===== config.mk =====
export PLATFORM = sky130hd
export DESIGN_NAME = rs_enc_ctrl_flat
export DESIGN_NICKNAME = d
export VERILOG_FILES = /design/src/rtl/rs_enc_ctrl_if.sv /design/src/rtl/rs_enc_ctrl.sv /design/src/flat_wrapper.sv
export SDC_FILE = /design/constraint.sdc
export NUM_CORES = 1
export LEC_CHECK = 0
export ABC_AREA = 1
export CORE_MARGIN = 1
export CORE_UTILIZATION = 56
export CTS_CLUSTER_SIZE = 30
export DETAILED_ROUTE_END_ITERATION = 8
export GPL_ROUTABILITY_DRIVEN = 0
export HOLD_SLACK_MARGIN = 0.12
export PLACE_DENSITY = 0.81
export SETUP_SLACK_MARGIN = 0.4
export SYNTH_ARGS = -nofsm -noshare
export SYNTH_HDL_FRONTEND = slang
export SYNTH_SLANG_ARGS = --single-unit

===== constraint.sdc =====
create_clock -name clk -period 2.8 [get_ports clk]
set_input_delay 0.56 -clock clk [delete_from_list [all_inputs] [get_ports clk]]
set_output_delay 0.56 -clock clk [all_outputs]
set_load 0.02 [all_outputs]

===== src/rtl/rs_enc_ctrl_if.sv =====
// Streaming handshake between a message source, the RS(255,239)-style encoder and its sink.
interface rs_enc_ctrl_if;
  logic       in_valid;
  logic       in_ready;
  logic [7:0] in_data;
  logic       out_valid;
  logic       out_ready;
  logic [7:0] out_data;
  logic       out_last;
  logic       busy;

  modport master (
    output in_valid, in_data, out_ready,
    input  in_ready, out_valid, out_data, out_last, busy
  );

  modport slave (
    input  in_valid, in_data, out_ready,
    output in_ready, out_valid, out_data, out_last, busy
  );
endinterface


===== src/rtl/rs_enc_ctrl.sv =====
// Systematic Reed-Solomon encoder controller: K message symbols pass straight through,
// then 16 parity symbols from a GF(2^8) LFSR (poly 0x11D, roots alpha^0..alpha^15).
module gf_mul (
  input  logic [7:0] a,
  input  logic [7:0] b,
  output logic [7:0] p
);
  logic [7:0] acc;
  logic [7:0] x;

  always_comb begin
    acc = 8'h00;
    x   = a;
    for (int i = 0; i < 8; i++) begin
      if (b[i]) acc = acc ^ x;
      x = {x[6:0], 1'b0} ^ (x[7] ? 8'h1d : 8'h00);
    end
    p = acc;
  end
endmodule

// state    | meaning
// S_DATA   | message symbols pass through, parity LFSR absorbs each transfer
// S_PARITY | parity register shifts out p15 first; out_last on the 16th symbol
module rs_enc_ctrl #(
  parameter int K = 239
) (
  input logic           clk,
  input logic           rst_n,
  rs_enc_ctrl_if.slave  bus
);
  localparam int NPAR = 16;

  function automatic logic [7:0] gf_mul_c(input logic [7:0] a, input logic [7:0] b);
    logic [7:0] acc;
    logic [7:0] x;
    acc = 8'h00;
    x   = a;
    for (int i = 0; i < 8; i++) begin
      if (b[i]) acc = acc ^ x;
      x = {x[6:0], 1'b0} ^ (x[7] ? 8'h1d : 8'h00);
    end
    return acc;
  endfunction

  // Coefficients g0..g16 of prod (x + alpha^i), folded at elaboration into a constant table.
  function automatic logic [135:0] gen_poly();
    logic [135:0] g;
    logic [7:0]   root;
    g    = 136'd1;
    root = 8'h01;
    for (int i = 0; i < NPAR; i++) begin
      for (int j = NPAR; j > 0; j--)
        g[j*8 +: 8] = g[(j-1)*8 +: 8] ^ gf_mul_c(g[j*8 +: 8], root);
      g[7:0] = gf_mul_c(g[7:0], root);
      root   = gf_mul_c(root, 8'h02);
    end
    return g;
  endfunction

  localparam logic [135:0] GEN = gen_poly();

  typedef enum logic {S_DATA, S_PARITY} state_t;

  state_t     state;
  logic [7:0] cnt;
  logic [7:0] par  [NPAR];
  logic [7:0] prod [NPAR];
  logic [7:0] fb;
  logic       last_q;
  logic       busy_q;
  logic       xfer_in;

  assign fb      = bus.in_data ^ par[NPAR-1];
  assign xfer_in = (state == S_DATA) && bus.in_valid && bus.out_ready;

  for (genvar i = 0; i < NPAR; i++) begin : g_tap
    gf_mul u_mul (
      .a (fb),
      .b (GEN[i*8 +: 8]),
      .p (prod[i])
    );
  end

  always_ff @(posedge clk or negedge rst_n) begin
    if (!rst_n) begin
      state  <= S_DATA;
      cnt    <= 8'd0;
      last_q <= 1'b0;
      busy_q <= 1'b0;
      for (int i = 0; i < NPAR; i++) par[i] <= 8'h00;
    end else if (state == S_DATA) begin
      if (xfer_in) begin
        par[0] <= prod[0];
        for (int i = 1; i < NPAR; i++) par[i] <= par[i-1] ^ prod[i];
        busy_q <= 1'b1;
        if (cnt == 8'(K-1)) begin
          state <= S_PARITY;
          cnt   <= 8'd0;
        end else begin
          cnt <= cnt + 8'd1;
        end
      end
    end else if (bus.out_ready) begin
      if (cnt == 8'(NPAR-1)) begin
        state  <= S_DATA;
        cnt    <= 8'd0;
        last_q <= 1'b0;
        busy_q <= 1'b0;
        for (int i = 0; i < NPAR; i++) par[i] <= 8'h00;
      end else begin
        par[0] <= 8'h00;
        for (int i = 1; i < NPAR; i++) par[i] <= par[i-1];
        cnt    <= cnt + 8'd1;
        last_q <= (cnt == 8'(NPAR-2));
      end
    end
  end

  // in_ready depends only on out_ready and state, never on the input side.
  assign bus.in_ready  = (state == S_DATA) ? bus.out_ready : 1'b0;
  assign bus.out_valid = (state == S_DATA) ? bus.in_valid  : 1'b1;
  assign bus.out_data  = (state == S_DATA) ? bus.in_data   : par[NPAR-1];
  assign bus.out_last  = last_q;
  assign bus.busy      = busy_q;
endmodule


===== src/flat_wrapper.sv =====
// flat-port wrapper written by rule: the top's interface ports become plain ports
module rs_enc_ctrl_flat 
#(
  parameter int K = 239
)
  (clk, rst_n, bus_in_valid, bus_in_data, bus_out_ready, bus_in_ready, bus_out_valid, bus_out_data, bus_out_last, bus_busy);
  rs_enc_ctrl_if bus_i ();
  input logic clk;
  input logic rst_n;
  input wire logic [$bits(bus_i.in_valid)-1:0] bus_in_valid;
  input wire logic [$bits(bus_i.in_data)-1:0] bus_in_data;
  input wire logic [$bits(bus_i.out_ready)-1:0] bus_out_ready;
  output wire logic [$bits(bus_i.in_ready)-1:0] bus_in_ready;
  output wire logic [$bits(bus_i.out_valid)-1:0] bus_out_valid;
  output wire logic [$bits(bus_i.out_data)-1:0] bus_out_data;
  output wire logic [$bits(bus_i.out_last)-1:0] bus_out_last;
  output wire logic [$bits(bus_i.busy)-1:0] bus_busy;
  assign bus_i.in_valid = bus_in_valid;
  assign bus_i.in_data = bus_in_data;
  assign bus_i.out_ready = bus_out_ready;
  assign bus_in_ready = bus_i.in_ready;
  assign bus_out_valid = bus_i.out_valid;
  assign bus_out_data = bus_i.out_data;
  assign bus_out_last = bus_i.out_last;
  assign bus_busy = bus_i.busy;
  rs_enc_ctrl #(.K(K)) u_core (.clk(clk), .rst_n(rst_n), .bus(bus_i));
endmodule

; Yosys cells after proc, flatten, opt, wreduce, memory -nomap -nowiden
; Index checks and enable logic that the tools add are counted.
[totals]
ff_bits = 139
inputBits = 12
out_inout_bits = 12
[classes]
eq_ne = 5
muxes = 29
reduce_logical = 6
addsub = 1
n_bitwise = 55
[ops]
columns = operator, n
row1 = bitwise XOR 8 bit, 52
row2 = two-way mux 128 bit, 3
row3 = two-way mux 120 bit, 1
row4 = two-way mux 8 bit, 6
row5 = two-way mux 5 bit, 7
row6 = "equality test 8 x 4 -> 1 bit, second input constant", 2
row7 = bitwise XOR 8 x 5 -> 8 bit, 2
row8 = two-way mux 1 bit, 12
row9 = "adder 8 x 1 -> 8 bit, second input constant", 1
row10 = "equality test 8 bit, second input constant", 1
row11 = "inequality test 2 bit, second input constant", 2
row12 = AND reduction 2 bit, 2
row13 = AND reduction 3 bit, 1
row14 = logical AND 1 bit, 2
row15 = nonzero test 2 bit, 1
row16 = inverter 1 bit, 1

; Longest topological paths before layout
[logic_depth]
depth_word = 19
ltp_mapped = 20
ltp_nobuf = 19

; By module
; From an unflattened synthesis, not the netlist that was laid out.
[hier_totals]
hier_cells = 6412
hier_area_um2 = 34017.6
[modules_own_cells]
columns = mod, area_each_um2, cells_each, seq_area_each_um2, n_inst
row1 = gf_mul (u_core.g_tap[10].u_mul ...), 1616.6, 335, 0.0, 15
row2 = rs_enc_ctrl, 8256.7, 1061, 3478.3, 1
row3 = gf_mul (u_core.g_tap[0].u_mul), 1512.7, 326, 0.0, 1

; Worst setup path after synthesis
; Ideal clock, no wire load.
[synth_path]
path_kind = input port to flip-flop
start = in bus_in_data[7]
end = reg u_core.par[68] (netlist bit)
setup_slack_ps = 667
path_stages = 15
arrival_time_ps = 2003
n_path_buf = 1
path_cell_list = inv_1 -> nand2_1 -> nand2_4 -> nand2_1 -> nand2_1 -> nand2_1 -> nand2_1 -> buf_6 -> nand2_1 -> nand2_4 -> nand2_1 -> a22oi_1 -> nand2_1 -> o211ai_1 -> o21ai_0
[synth_via]
elab_chain_len = 14
word_cells_on_any_way = 18
[synth_lines]
columns = item, line_no
row1 = from (decl), flat_wrapper.sv:11  ; input wire logic [$bits(bus_i.in_data)-1:0] bus_in_data;
row2 = bitwise XOR 8 bit *, rs_enc_ctrl.sv:74  ; assign fb = bus.in_data ^ par[NPAR-1];
row3 = two-way mux 5 bit *, rs_enc_ctrl.sv:16  ; x = {x[6:0], 1'b0} ^ (x[7] ? 8'h1d : 8'h00);
row4 = bitwise XOR 8 bit *, rs_enc_ctrl.sv:16
row5 = bitwise XOR 8 bit (3 in a row), rs_enc_ctrl.sv:16
row6 = two-way mux 5 bit / bitwise XOR 8 bit (equally long branches), rs_enc_ctrl.sv:16
row7 = "bitwise XOR 8 bit, or another cell as far along", rs_enc_ctrl.sv:16
row8 = bitwise XOR 8 x 5 -> 8 bit / two-way mux 5 bit (equally long branches), --
row9 = bitwise XOR 8 x 5 -> 8 bit, --
row10 = bitwise XOR 8 bit *, rs_enc_ctrl.sv:15  ; if (b[i]) acc = acc ^ x;
row11 = bitwise XOR 8 bit *, rs_enc_ctrl.sv:95  ; for (int i = 1; i < NPAR; i++) par[i] <= par[i-1] ^ prod[i];
row12 = two-way mux 128 bit *, rs_enc_ctrl.sv:93  ; if (xfer_in) begin
row13 = two-way mux 128 bit *, rs_enc_ctrl.sv:92  ; end else if (state == S_DATA) begin
row14 = to (decl), rs_enc_ctrl.sv:67  ; logic [7:0] par [NPAR];
; Every way passes the cells marked *; elsewhere a longest branch is shown, timed or not. The select of a mux whose other input is x is not followed.
; A chain may end at the register's enable or synchronous reset.

; Final worst setup path
[layout_path]
start = in bus_in_data[2]
end = reg u_core.par[29] (netlist bit)
[layout_via]
elab_chain_len = 13
word_cells_on_any_way = 16
[layout_lines]
columns = item, line_no
row1 = bitwise XOR 8 bit *, rs_enc_ctrl.sv:74
row2 = bitwise XOR 8 bit * (3 in a row), rs_enc_ctrl.sv:16
row3 = bitwise XOR 8 bit (2 in a row), rs_enc_ctrl.sv:16
row4 = two-way mux 5 bit, --
row5 = bitwise XOR 8 x 5 -> 8 bit (2 in a row), --
row6 = bitwise XOR 8 bit *, rs_enc_ctrl.sv:15
row7 = bitwise XOR 8 bit *, rs_enc_ctrl.sv:95
row8 = two-way mux 128 bit *, rs_enc_ctrl.sv:93
row9 = two-way mux 128 bit *, rs_enc_ctrl.sv:92
; Marks and branches as above.

==> out/results.env <==
FINISH.CELL_COUNT_WITHOUT_FILLERS=1576
IO_PINS=24
RR_STARTPOINT='u_core.par[5]'
CRIT_FANOUT=7
YOSYS-TOP-CELLS-COUNT='369 x sky130_fd_sc_hd__nand2_1, 139 x sky130_fd_sc_hd__dfrtp_1, 133 x sky130_fd_sc_hd__o21ai_0, 128 x sky130_fd_sc_hd__inv_1, 94 x sky130_fd_sc_hd__nand3_1'
DRT-TOTAL-WL_UM=29620
POST_DRT_VIA_CELL_RATIO=5.982
FINCLKSKEW_PS=10.19
DRTITER0DRC=1424
SYNTH_SIMPLE_GATE_AREA_SHARE_PCT=27.73
SYNTH.AREA.TOP_CELLS='sky130_fd_sc_hd__dfrtp_1 39%, sky130_fd_sc_hd__nand2_1 15%, sky130_fd_sc_hd__o21ai_0 7.4%'
SYNTH_ADDER_AREA_SHARE_PCT=0.2780
SYN_INST=1245
MIN-DELAY-PATH-CLASS='input pin to asynchronous set/reset pin'
TIMING.RR.END='u_core.par[15]'
POST-ROUTE-UTIL_PCT=72.99
SYNTHFLOPTYPE='sky130_fd_sc_hd__dfrtp_1'
DRT-WIRELENGTH-PER-CELL_UM=18.80
GRT_FIRST_PASS_WIRELENGTH_UM=45260
AREA.SEQUENTIAL_UM2=3483
NUM-NETS-FINAL=1366
CTS_HTREE_LEVELS=4
CTS_MADE_BUFFERS=17
PATH_CELLS='clkdlybuf4s50_1 > inv_2 > nand2_2 > nand2_4 > nand2_1 > nand2_2 > nand2_4 > nand2_8 > nand2_2 > nand2_2 > nand2_1 > nand2_2 > inv_2 > nand2_1 > nand2_2 > nand2_1 > nand2_1 > nand2_1 > nand2_1 > nand2_1'
SYNTHARSTFLOPSHARE_PCT=100.0
TOTAL_PLACED_CELLS_INCLUDING_TAP_CELLS=1540
STARTING_DENSITY_OF_THE_CORE_PCT=58.35
INITIAL_ANTENNA_VIOLATION_COUNT=0
OUTCOME='finished, final reports clean'
CLOCK_SINK_COUNT=139
MOST_FREQUENTLY_USED_CELL_TYPE_IN_THE_POST_SYNTHESIS_NETLIST='sky130_fd_sc_hd__nand2_1'
TRITONCTS='yes'
MOST_FREQUENT_CP_CELL='sky130_fd_sc_hd__nand2_1'
CLOCKROOTBUFFER='sky130_fd_sc_hd__clkbuf_16'
REPORT.FINAL.SLEW_VIOL_COUNT=0
REQUIRED_PS=3110
MULTI_INPUT_AREA_UM2=5119
CLOCK_TREE.BUFFER_DEPTH=2
SYN_AVG_CELL_AREA_UM2=7.231
SYNTHESIZED_AREA_UM2=9002
CORE_AREA_UM2=15430
SYNTH_XOR_AREA_SHARE_PCT=9.868
STDCELL_AREA_UM2=11260
VIAS_IN_THE_FIRST_GLOBAL_ROUTE=8777
FILL_CELLS=1142
FIRST_PASS_ITERS=6
CORE.ROWCOUNT=45
FINALSETUPVIOLATIONS=0
SYNTH.AREA.MUX_SHARE_PCT=0
SYNTH_TOP_FAMILY_BY_AREA='simple AND/OR/NAND/NOR gates'
WORST_SLEW_PIN_SLEW_PS=551.5
SYNTH_ENABLE_FLOP_CELLS=0
SYNTHDOMINANTAREACELLTYPE='sky130_fd_sc_hd__dfrtp_1'
ANT_NETS=0
DIODES=0
YOSYS_WARNINGS=0
SYNTH-COMPOUND-AREA-SHARE_PCT=14.97
POST-ROUTE-DRC-COUNT=0
WORST-R2R-CELL-COUNT=9
PLACE.PORT_BUFFERS=23
FINAL.MIN_CLOCK_PERIOD_PS=2390
POST-SYNTH-TOP-AREA-FRACTION_PCT=38.64
ARRIVAL_TIME_AT_THE_WORST_ENDPOINT_PS=2700
HPWLAFTERDP_UM=19420
GRT_START_MAX_NET_PINS=110
POST_ROUTE_CELLS_DRIVE_ABOVE_1_SHARE_PCT=19.71
FINAL-HOLD-VIOLATION-COUNT=0
SYNTH-SEQ-CELLS=139
UNREPAIRED_SETUP_ENDPOINTS_AFTER_GLOBAL_ROUTING='true'
SYNTH.LIB_CELLS_USED.DISTINCT=46
SYN-NUM-NETS=1259
SETUP.WORST_PATH.CLASS='input pin to register'
WORST_PATH_LARGEST_CELL_DELAY_PS=520
MAXCAPVIOLATIONS=0
POST-ROUTE-PERIOD-UTIL_PCT=85.36
WORST_SKEW_PAIR.LATE_LATENCY_PS=440
GLOBAL_ROUTE.OVERFLOW_TOTAL=0
PLACED_AREA_UM2=10200
SYNTH-SEQ-AREA-SHARE_PCT=38.64
DIE_HEIGHT_UM=128.8
ROUTE.VIAS.TOTAL=9427
MAX_FREQ_MHz=418.4
GRT_USAGE_PCT=36.31
AREA_OF_THE_DIE_UM2=16590
CLK_PIN_SLEW_WORST_PATHS_PS=60
RRSETUPSLACK_PS=440
LAYOUT-AREA-OVERHEAD-VS-SYNTH_PCT=25.09
TIMING.CRITICAL_PATH.FROM_TYPE='input pin'
ENDPOINT_KIND='register'
SLEW-LIMIT-HEADROOM_PCT=62.85
DIE_WIDTH_UM=128.8
CRIT_SLOWEST_CELL='sky130_fd_sc_hd__clkdlybuf4s50_1'
==> cells in the final DEF, fill, tap and decap left out, types with 5 or more instances in the layout <==
| master | netlist | routed |
|---|---|---|
| sky130_fd_sc_hd__nand2_1 | 369 | 336 |
| sky130_fd_sc_hd__dfrtp_1 | 139 | 137 |
| sky130_fd_sc_hd__o21ai_0 | 133 | 124 |
| sky130_fd_sc_hd__inv_1 | 128 | 119 |
| sky130_fd_sc_hd__buf_4 | 3 | 103 |
| sky130_fd_sc_hd__nand3_1 | 94 | 90 |
| sky130_fd_sc_hd__xor2_1 | 69 | 60 |
| sky130_fd_sc_hd__nor2_1 | 52 | 48 |
| sky130_fd_sc_hd__a21oi_1 | 47 | 46 |
| sky130_fd_sc_hd__nand2_2 | 23 | 39 |
| sky130_fd_sc_hd__nand2_4 | 7 | 23 |
| sky130_fd_sc_hd__o22ai_1 | 18 | 18 |
| sky130_fd_sc_hd__inv_2 | 9 | 17 |
| sky130_fd_sc_hd__clkbuf_16 | 0 | 17 |
| sky130_fd_sc_hd__o21ai_1 | 6 | 14 |
| sky130_fd_sc_hd__nand4_1 | 14 | 14 |
| sky130_fd_sc_hd__xor2_2 | 5 | 13 |
| sky130_fd_sc_hd__o211ai_1 | 13 | 13 |
| sky130_fd_sc_hd__xnor2_1 | 15 | 12 |
| sky130_fd_sc_hd__dlygate4sd2_1 | 0 | 10 |
| sky130_fd_sc_hd__nor3_1 | 9 | 9 |
| sky130_fd_sc_hd__buf_12 | 0 | 8 |
| sky130_fd_sc_hd__a22o_1 | 7 | 7 |
| sky130_fd_sc_hd__clkdlybuf4s50_1 | 0 | 7 |
| sky130_fd_sc_hd__nor2_2 | 2 | 5 |
| sky130_fd_sc_hd__o221ai_1 | 5 | 5 |
| sky130_fd_sc_hd__bufinv_16 | 0 | 5 |
| sky130_fd_sc_hd__dlymetal6s2s_1 | 0 | 5 |
==> worst max-delay path: cells and delay by family <==
| family | cells | cell delay (ps) |
|---|---|---|
| buf+inv | 3 | 670 |
| simple gates | 17 | 1470 |
==> stage by stage <==
stage	TNS, ps	setup WS [ps]	hold WS, ps
detailed placement	-1377	-140.6	344.8
global route	0	262.4	488.5
global placement	-454.2	-119.1	345.0
CTS	0	300.3	463.4
floorplan	0	666.9	264.4
finish	0	410.0	473.2
==> cell type report <==
class | count | area share, %
Clock inverter | 11 | 1.689
Tap cell | 211 | 2.344
Inverter | 138 | 4.667
Sequential cell | 139 | 30.93
Clock buffer | 21 | 4.178
Multi-Input combinational cell | 918 | 45.46
Timing Repair Buffer | 138 | 10.73
==> worst max-delay path by stage <==
stage                   start              end  slack, ps  depth (start not counted)
6_report       bus_in_data[2]   u_core.par[29]        410                         20
5_1_grt        bus_in_data[2]   u_core.par[29]        260                         20
4_1_cts          u_core.state  bus_out_data[5]        300                          4
2_1_floorplan  bus_in_data[7]   u_core.par[68]        670                         15
3_3_place_gp   bus_in_data[7]   u_core.par[35]       -120                         15
3_5_place_dp   bus_in_data[7]   u_core.par[52]       -140                         16
==> routing by layer <==
metal  GRT usage (%)  share of wire, %  vias up
li1                -                 -     4241
met1           47.20                38     4422
met2           55.90                45      612
met3           8.233                11      152
met4           20.83               5.8        0
met5               0                 0        -
==> registers in the layout, summed over array words and instances, names as in the netlist <==
name / cells
u_core.state: 1
u_core.bus.out_last: 1
u_core.bus.busy: 1
u_core.cnt: 8
u_core.par: 128
==> cell families (layout without fill, tap and decap cells) <==
logic type,Yosys count,count (layout)
fa+ha+maj,2,2
buf+inv,189,308
simple gates,581,582
xor+xnor,92,92
compound gates,242,242
flops,139,139
==> timing repair <==
| item | CTS | global route |
|---|---|---|
| setup buffers | 0 | 2 |
| gates cloned | 0 | 1 |
| hold buffers | 1 | 0 |
| gates resized for setup | 32 | 87 |
| endpoints found under the hold margin | 7 | 0 |
| setup endpoints to repair | 30 | 90 |
| pin swaps | 1 | 14 |
Power is not shown: default switching activity piles up to over one toggle a cycle in this logic, so the estimate is an artifact.
